File: config.mk
export PLATFORM = sky130hd
export DESIGN_NAME = seven_seg_scan_driver
export DESIGN_NICKNAME = d
export VERILOG_FILES = /design/src/rtl/seven_seg_scan_driver.sv
export SDC_FILE = /design/constraint.sdc
export NUM_CORES = 1
export LEC_CHECK = 0
export ABC_AREA = 0
export ABC_CLOCK_PERIOD_IN_PS = 2600
export CELL_PAD_IN_SITES_DETAIL_PLACEMENT = 1
export CELL_PAD_IN_SITES_GLOBAL_PLACEMENT = 1
export CORE_MARGIN = 3
export CORE_UTILIZATION = 35
export CTS_BUF_LIST = sky130_fd_sc_hd__clkbuf_8
export DETAILED_ROUTE_END_ITERATION = 10
export PLACE_DENSITY_LB_ADDON = 0.1
export SETUP_SLACK_MARGIN = 0.3
export SLEW_MARGIN = 40
export SYNTH_ARGS = -nofsm -noshare
export SYNTH_HDL_FRONTEND = slang
export SYNTH_SLANG_ARGS = --single-unit
File: constraint.sdc
create_clock -name clk -period 2.6 [get_ports clk]
set_clock_uncertainty 0.05 [all_clocks]
set_input_delay 0.78 -clock clk [delete_from_list [all_inputs] [get_ports clk]]
set_output_delay 0.78 -clock clk [all_outputs]
set_load 0.02 [all_outputs]
File: src/rtl/seven_seg_scan_driver.sv
// Multiplexed seven-segment scan driver with frame-synchronous double buffering,
// leading-zero suppression and selectable output polarity.
module seven_seg_scan_driver #(
  parameter int unsigned NUM_DIGITS  = 4,
  parameter int unsigned REFRESH_DIV = 100000,
  parameter int unsigned ACTIVE_LOW  = 1
) (
  input  logic                      clk,
  input  logic                      rst,
  input  logic [4*NUM_DIGITS-1:0]   value,
  input  logic [NUM_DIGITS-1:0]     dp_in,
  input  logic                      load,
  input  logic                      enable,
  input  logic                      lz_blank,
  output logic [7:0]                seg,
  output logic [NUM_DIGITS-1:0]     an,
  output logic                      frame_done
);

  localparam int unsigned PRE_W = (REFRESH_DIV > 1) ? $clog2(REFRESH_DIV) : 1;
  localparam int unsigned IDX_W = (NUM_DIGITS > 1) ? $clog2(NUM_DIGITS) : 1;
  localparam int unsigned VAL_W = 4 * NUM_DIGITS;

  localparam logic [PRE_W-1:0]      PRE_LAST = PRE_W'(REFRESH_DIV - 1);
  localparam logic [IDX_W-1:0]      IDX_LAST = IDX_W'(NUM_DIGITS - 1);
  localparam logic                  POL      = (ACTIVE_LOW != 0);
  localparam logic [7:0]            SEG_POL  = {8{POL}};
  localparam logic [NUM_DIGITS-1:0] AN_POL   = {NUM_DIGITS{POL}};

  logic [PRE_W-1:0]      presc_q, presc_d;
  logic [IDX_W-1:0]      idx_q, idx_d;
  logic [VAL_W-1:0]      shadow_val_q, shadow_val_d;
  logic [NUM_DIGITS-1:0] shadow_dp_q, shadow_dp_d;
  logic [VAL_W-1:0]      pend_val_q, pend_val_d;
  logic [NUM_DIGITS-1:0] pend_dp_q, pend_dp_d;
  logic                  pend_valid_q, pend_valid_d;
  logic [7:0]            seg_d;
  logic [NUM_DIGITS-1:0] an_d;
  logic                  frame_done_d;

  logic                  tick_c;
  logic                  boundary_c;

  // Active-high a..g pattern for one hex nibble
  function automatic logic [6:0] hex_to_seg(input logic [3:0] nib);
    logic [6:0] s;
    case (nib)
      4'h0: s = 7'h3F;  4'h1: s = 7'h06;  4'h2: s = 7'h5B;  4'h3: s = 7'h4F;
      4'h4: s = 7'h66;  4'h5: s = 7'h6D;  4'h6: s = 7'h7D;  4'h7: s = 7'h07;
      4'h8: s = 7'h7F;  4'h9: s = 7'h6F;  4'hA: s = 7'h77;  4'hB: s = 7'h7C;
      4'hC: s = 7'h39;  4'hD: s = 7'h5E;  4'hE: s = 7'h79;  default: s = 7'h71;
    endcase
    return s;
  endfunction

  // State register
  always_ff @(posedge clk) begin
    if (rst) begin
      presc_q      <= '0;
      idx_q        <= '0;
      shadow_val_q <= '0;
      shadow_dp_q  <= '0;
      pend_val_q   <= '0;
      pend_dp_q    <= '0;
      pend_valid_q <= 1'b0;
      seg          <= SEG_POL;
      an           <= AN_POL;
      frame_done   <= 1'b0;
    end else begin
      presc_q      <= presc_d;
      idx_q        <= idx_d;
      shadow_val_q <= shadow_val_d;
      shadow_dp_q  <= shadow_dp_d;
      pend_val_q   <= pend_val_d;
      pend_dp_q    <= pend_dp_d;
      pend_valid_q <= pend_valid_d;
      seg          <= seg_d;
      an           <= an_d;
      frame_done   <= frame_done_d;
    end
  end

  // Scan counters and the pending -> shadow handoff at the frame boundary
  always_comb begin
    tick_c       = enable && (presc_q == PRE_LAST);
    boundary_c   = tick_c && (idx_q == IDX_LAST);
    presc_d      = presc_q;
    idx_d        = idx_q;
    shadow_val_d = shadow_val_q;
    shadow_dp_d  = shadow_dp_q;
    pend_val_d   = pend_val_q;
    pend_dp_d    = pend_dp_q;
    pend_valid_d = pend_valid_q;

    if (!enable) begin
      presc_d = '0;
      idx_d   = '0;
    end else if (tick_c) begin
      presc_d = '0;
      idx_d   = (idx_q == IDX_LAST) ? '0 : IDX_W'(idx_q + 1'b1);
    end else begin
      presc_d = PRE_W'(presc_q + 1'b1);
    end

    if (boundary_c) begin
      // A load landing on the boundary bypasses pending entirely
      if (load) begin
        shadow_val_d = value;
        shadow_dp_d  = dp_in;
      end else if (pend_valid_q) begin
        shadow_val_d = pend_val_q;
        shadow_dp_d  = pend_dp_q;
      end
      pend_valid_d = 1'b0;
    end else if (load) begin
      pend_val_d   = value;
      pend_dp_d    = dp_in;
      pend_valid_d = 1'b1;
    end
  end

  // Next output values, built active-high then polarity-adjusted
  logic [3:0]            nib_c [NUM_DIGITS];
  logic [NUM_DIGITS-1:0] zero_above_c;
  logic                  all_zero_c;
  logic                  suppress_c;

  always_comb begin
    for (int i = 0; i < int'(NUM_DIGITS); i++) begin
      nib_c[i] = shadow_val_q[4*i +: 4];
    end
    all_zero_c = 1'b1;
    for (int i = int'(NUM_DIGITS) - 1; i >= 0; i--) begin
      all_zero_c      = all_zero_c & (nib_c[i] == 4'h0);
      zero_above_c[i] = all_zero_c;
    end
    suppress_c = lz_blank && (idx_q != '0) && zero_above_c[idx_q];

    seg_d        = 8'h00;
    an_d         = '0;
    frame_done_d = boundary_c;
    if (enable) begin
      seg_d = {shadow_dp_q[idx_q], suppress_c ? 7'h00 : hex_to_seg(nib_c[idx_q])};
      an_d  = NUM_DIGITS'(1) << idx_q;
    end
    seg_d = seg_d ^ SEG_POL;
    an_d  = an_d ^ AN_POL;
  end

endmodule

* After elaboration in Yosys (flattened, before gate mapping)
Memories as Yosys holds them, arrays and structs flattened.
Index checks and enable logic that the tools add are counted.
** Storage, ports and cells
- Bits in registers :: 73
- Bits in latches :: 0
- Bits in writable memories :: 0
- ROM bits :: 112
- Bits of input ports :: 25
- Output and inout port bits :: 13
- Word-level logic and storage cells :: 56
- Memories :: 1
** Memory list
- (name not given) :: depth 16, width 7, rd ports 1, clocked after Yosys merged registers in 0, write ports 0, line 47 : case (nib)
** Operators by class
- $add $sub $neg :: 2
- Multiply operators :: 0
- Div/mod/pow operators :: 0
- Order comparisons :: 2
- Eq/ne operators :: 2
- Shift operators :: 1
- Multiplexer cells :: 15
- Bitwise gates (word level) :: 8
- Reductions and logical operators :: 15
** Operators with widths (number)
- 16-bit two-way mux :: 2
- 4-bit two-way mux :: 5
- 17-bit by 1-bit adder with 17-bit output, second input constant :: 1
- 17-bit == test, second input constant :: 1
- 4-bit zero test :: 4
- 4-bit binary-select mux with 2-bit select :: 1
- 8-bit two-way mux :: 1
- 8-bit NOT :: 1
- 7-bit two-way mux :: 1
- 1-bit binary-select mux with 2-bit select :: 2
- 1-bit logical AND :: 4
- 4-bit NOT :: 1
- 2-bit AND reduction :: 2
- 2-bit nonzero test :: 2
- 2-bit OR reduction :: 2
- 1-bit by 2-bit << shifter with 4-bit output, first input constant :: 1
- 1-bit bitwise AND :: 3
- 3-bit >= comparator, second input constant :: 1
- 2-bit by 3-bit < comparator with 1-bit output, second input constant :: 1
- 2-bit NOT with 3-bit output :: 1
- 3-bit OR reduction :: 1
- 2-bit by 1-bit adder with 2-bit output, second input constant :: 1
- 2-bit == test, second input constant :: 1
- 1-bit two-way mux :: 2
- 2 further kinds :: 3

* Longest topological paths before layout
- Depth in word-level cells :: 10
- Gate-level depth with buffers :: 9
- Mapped depth without buffers :: 7

* Worst setup path before layout
OpenSTA, ideal clock, no wires.
- Path type :: reg2reg
- From :: register idx_q[0]
- To :: register seg[0]
- Library setup time :: 141 ps
- Data arrival time :: 2051 ps
- Required time :: 2409 ps
- Slack :: 357 ps
- Cell stages (with the launch flop) :: 9
- Buffers on the path :: 2
- Period minus slack after synthesis :: 2243 ps
- Cell sequence :: dfxtp_1 buf_2 buf_2 mux4_2 ha_1 nor4b_1 nor3_1 nand3b_1 o211ai_1
** Between the ends
- Word-level cells in the longest chain between the ends :: 8
- Elaborated cells on any way between the ends :: 13
- Classes of those cells :: 7 x mux; 2 x bitwise; 3 x reduce/logical; 1 x memory
** RTL lines
- start, declared :: line 31 : logic [IDX_W-1:0] idx_q, idx_d;
- start signal, assigned :: line 71 : idx_q <= idx_d;
- 2-bit NOT with 3-bit output (not written as such) :: line 143 : seg_d = {shadow_dp_q[idx_q], suppress_c ? 7'h00 : hex_to_seg(nib_c[idx_q])};
- 4-bit binary-select mux with 2-bit select :: line 143
- 4-bit two-way mux (not written as such) (2 in a row) :: line 143
- memory 16 x 7 bit
- 7-bit two-way mux * :: line 143
- 8-bit two-way mux * :: line 142 : if (enable) begin
- 8-bit NOT (no line) *
- end signal, assigned :: line 77 : seg <= seg_d;
- end, declared :: line 15 : output logic [7:0] seg,
Mark *: on every way between the ends. The rest lies on a longest branch, timed or not. The select of a mux whose other input is x is not followed.
A chain may end at the register's enable or synchronous reset.

* Worst setup path in the final report
- From :: register idx_q[1]
- To :: register shadow_val_q[11]
** Between the ends
- Word-level cells in the longest chain between the ends :: 3
** RTL lines
- 2-bit == test :: line 86 : boundary_c = tick_c && (idx_q == IDX_LAST);
- 1-bit logical AND :: line 86
- 2-bit AND reduction (no line)
- end signal, assigned :: line 72 : shadow_val_q <= shadow_val_d;
- end, declared :: line 32 : logic [VAL_W-1:0] shadow_val_q, shadow_val_d;
No other way between the ends.

==> impl_metrics.json <==
{
  "fmax_mhz": 451,
  "detail_route.vias_per_cell": 4.99,
  "rsz0062_at_grt": "true",
  "cellInternalPower_mw": 1.86,
  "r2r_slack_ps": 380,
  "die_height_um": 105,
  "grt_max_degree": 43,
  "most_common_flop_cell_mapped_by_yosys": "sky130_fd_sc_hd__dfxtp_1",
  "switching_share": 0.221,
  "port-buffer-count": 37,
  "critPathArrivalTime_ps": 2390,
  "critical_path_rt_ps": 2770,
  "fin_nets": 460,
  "cts.htree.levels": 3,
  "ys_ff_latch": 73,
  "detail_route.iter0.violations": 77,
  "cts.hold.buffers_added": 0,
  "grt_pass1_vias": 2760,
  "area_delta_synth_final_pct": 29.6,
  "layout.cells.non_filler": 558,
  "mappedNetlistNets": 408,
  "end_kind": "flop",
  "synth_async_sr_flop_share": 0,
  "global_route_wire_length_before_repair_mm": 13.6,
  "timing.final.setup_violations": 0,
  "p_per_area_nw_per_um2": 536,
  "hold_path_class": "reg2reg",
  "outcome": "finished, final reports clean",
  "maximum_buffer_depth_of_the_clock_tree": 2,
  "drt-wirelength-per-cell_um": 15.1,
  "worst_setup_timing_slack_at_the_placement_stage_ps": -44.0,
  "vias": 2783,
  "gpl.final_weighted_congestion": 0.749,
  "clock_power_share": 0.442,
  "gr-total-overflow": 0,
  "power.net_switching_uw": 529,
  "synthesis.area_per_instance_um2": 9.24,
  "vdd_drop_max_mv": 0.300,
  "hold_viol_final": 0,
  "die_area_um2": 11000,
  "standard_cell_core_area_um2": 9370,
  "standard_cell_row_count": 35,
  "postSynthCellCount": 372,
  "syn-cell-area_um2": 3440,
  "antenna_cells": 0,
  "worstReg2RegStart": "idx_q[1]",
  "post_route_cells_drive_above_1_share": 0.172,
  "worst_setup_path_start_kind": "flop",
  "number_of_antenna_violations_at_the_first_check_in_global_routing": 0,
  "final_critical_path_time_including_i_o_delays_and_setup_ps": 2220,
  "top_level_ports": 38,
  "yosys.cell_types.count": 41,
  "count_of_flip_flops_with_a_built_in_enable_after_synthesis": 0,
  "timing_max_transition_violations_final": 0,
  "post-place-cells": 532,
  "die_w_um": 105,
  "share_seq_of_total_power": 0.482,
  "cts_inserted_buffers": 9,
  "critical_path.max_fanout": 9,
  "cap_violations": 0,
  "tritoncts": "done",
  "worst_pin_slew_ps": 625,
  "detailedPlacementHpwl_mm": 5.60,
  "leakagePower_nw": 1.66,
  "drtPass1Iterations": 4,
  "hold_start": "pend_val_q[12]",
  "cts.reportedPaths.clkPinSlew_ps": 80,
  "count_of_synthesis_stage_warnings_from_yosys": 0,
  "comb_power_share": 0.076,
  "master_cell_of_the_clock_root_buffer": "sky130_fd_sc_hd__clkbuf_8",
  "routed_wirelength_mm": 8.40,
  "drc_errors": 0,
  "post_route_setup_tns_ps": 0,
  "clock_sink_count": 73,
  "total_power_mw": 2.39,
  "synth_sequential_area_ratio": 0.425,
  "max-slew-margin-rel": 0.571,
  "path_class": "reg2reg",
  "detail-route-antenna-nets": 0,
  "start_util": 0.367,
  "worst_skew_pair.late_latency_ps": 360,
  "track_usage": 0.155,
  "setup.worst_path.start": "idx_q[1]",
  "final_hold_slack_ps": 406,
  "final_min_period_over_clock_period": 0.853,
  "setup_ws_ps": 383
}
[per-stage QoR]
step / util / instance area, um^2
3_5_place_dp: 0.431 / 4040
3_3_place_gp: 0.431 / 4040
2_1_floorplan: - / 3440
6_report: 0.476 / 4460
4_1_cts: 0.456 / 4270
5_1_grt: 0.476 / 4460
[routing by layer]
layer,part of all wire,vias up,global-route usage
met5,0,-,0
met4,0.018,0,0.0731
met3,0.028,10,0.0358
met2,0.46,34,0.242
met1,0.49,1343,0.202
li1,-,1396,-
[cell usage in the layout, fill, tap and decap left out, types with 3 or more instances in the layout]
| master | n |
|---|---|
| sky130_fd_sc_hd__a211oi_2 | 20 |
| sky130_fd_sc_hd__buf_4 | 15 |
| sky130_fd_sc_hd__nor2_1 | 53 |
| sky130_fd_sc_hd__xnor2_1 | 8 |
| sky130_fd_sc_hd__mux2i_1 | 30 |
| sky130_fd_sc_hd__a21oi_1 | 22 |
| sky130_fd_sc_hd__o221ai_1 | 3 |
| sky130_fd_sc_hd__clkdlybuf4s50_1 | 35 |
| sky130_fd_sc_hd__and2_1 | 3 |
| sky130_fd_sc_hd__clkbuf_16 | 3 |
| sky130_fd_sc_hd__ha_1 | 10 |
| sky130_fd_sc_hd__buf_12 | 7 |
| sky130_fd_sc_hd__dfxtp_1 | 72 |
| sky130_fd_sc_hd__mux4_2 | 3 |
| sky130_fd_sc_hd__and3_1 | 5 |
| sky130_fd_sc_hd__nand3_1 | 7 |
| sky130_fd_sc_hd__nand2_1 | 55 |
| sky130_fd_sc_hd__nor3_1 | 5 |
| sky130_fd_sc_hd__xor2_1 | 9 |
| sky130_fd_sc_hd__clkbuf_8 | 9 |
| sky130_fd_sc_hd__bufinv_16 | 3 |
| sky130_fd_sc_hd__inv_1 | 9 |
| sky130_fd_sc_hd__nor4_1 | 5 |
[cells by family (layout without fill, tap and decap cells)]
group / count (synthesis) / count (layout) / synth area share
AOI/OAI and AO/OA: 58 / 58 / 0.139
adders and majority gates: 11 / 11 / 0.0400
xor gates and xnor gates: 17 / 17 / 0.0433
muxes: 35 / 35 / 0.114
DFF: 73 / 73 / 0.425
buffers and inverters: 29 / 86 / 0.0382
and+or+nand+nor: 149 / 149 / 0.201
[power groups by stage]
stage,sequential (mW),clock (mW),combinational [mW]
floorplan,1.18,0,0.0825
global placement,1.18,0,0.175
detailed placement,1.18,0,0.178
CTS,1.15,1.10,0.179
global route,1.15,1.14,0.200
finish,1.15,1.06,0.180
[cells in the mapped netlist (2+ instances only)]
cell	instances	area share
sky130_fd_sc_hd__dfxtp_1	73	0.43
sky130_fd_sc_hd__nand2_1	55	0.060
sky130_fd_sc_hd__nor2_1	53	0.058
sky130_fd_sc_hd__mux2i_1	30	0.087
sky130_fd_sc_hd__a21oi_1	22	0.032
sky130_fd_sc_hd__a211oi_2	20	0.073
sky130_fd_sc_hd__ha_1	11	0.040
sky130_fd_sc_hd__clkbuf_1	10	0.011
sky130_fd_sc_hd__buf_2	9	0.013
sky130_fd_sc_hd__xor2_1	9	0.023
sky130_fd_sc_hd__xnor2_1	8	0.020
sky130_fd_sc_hd__inv_1	7	0.0076
sky130_fd_sc_hd__nand3_1	7	0.010
sky130_fd_sc_hd__and3_1	5	0.0091
sky130_fd_sc_hd__nor3_1	5	0.0073
sky130_fd_sc_hd__nor4_1	5	0.0091
sky130_fd_sc_hd__and2_1	3	0.0055
sky130_fd_sc_hd__buf_4	3	0.0065
sky130_fd_sc_hd__mux4_2	3	0.020
sky130_fd_sc_hd__o221ai_1	3	0.0076
sky130_fd_sc_hd__a211oi_1	2	0.0044
sky130_fd_sc_hd__a31oi_1	2	0.0036
sky130_fd_sc_hd__mux2_2	2	0.0065
sky130_fd_sc_hd__nand2b_1	2	0.0036
sky130_fd_sc_hd__nand3b_1	2	0.0044
sky130_fd_sc_hd__nand4_1	2	0.0036
sky130_fd_sc_hd__nor4b_1	2	0.0051
sky130_fd_sc_hd__o211ai_1	2	0.0044
sky130_fd_sc_hd__o21ai_0	2	0.0029
sky130_fd_sc_hd__o311ai_0	2	0.0051
[registers in the layout, summed over array words and instances, names as in the netlist]
signal and cells:
presc_q 17, pend_val_q 16, shadow_val_q 16, seg 8, an 4, pend_dp_q 4, shadow_dp_q 4, idx_q 2
frame_done 1, pend_valid_q 1
[cell type report]
class | count | area, um^2
clock buffer | 9 | 124
clock inverter | 7 | 111
fill | 1091 | 4910
inverter | 7 | 26.3
multi-input combinational | 270 | 1860
sequential | 73 | 1470
tap | 129 | 161
timing repair buffer | 63 | 707
[worst max-delay path, cell delays in order, from the launching register on]
cell and delay, ps:
sky130_fd_sc_hd__dfxtp_1 500, sky130_fd_sc_hd__ha_1 280, sky130_fd_sc_hd__or4b_4 530, sky130_fd_sc_hd__nor3_4 190
sky130_fd_sc_hd__buf_4 180, sky130_fd_sc_hd__clkbuf_16 180, sky130_fd_sc_hd__buf_4 120, sky130_fd_sc_hd__a211oi_2 60
[worst paths after layout]
| check | endpoint | cells past startpoint |
|---|---|---|
| setup / recovery | shadow_val_q[11] | 7 |
| hold / removal | pend_val_q[12] | 2 |
| setup reg to reg | shadow_val_q[11] | 7 |
| hold reg to reg | pend_val_q[12] | 2 |
[timing repair]
item | in CTS | in global routing
resized for setup | 1 | 6
cloned | 0 | 3
pin swaps | 0 | 2
endpoints found under the setup margin | 1 | 27
setup buffers | 0 | 7
Power figures use the tool's default switching activity.
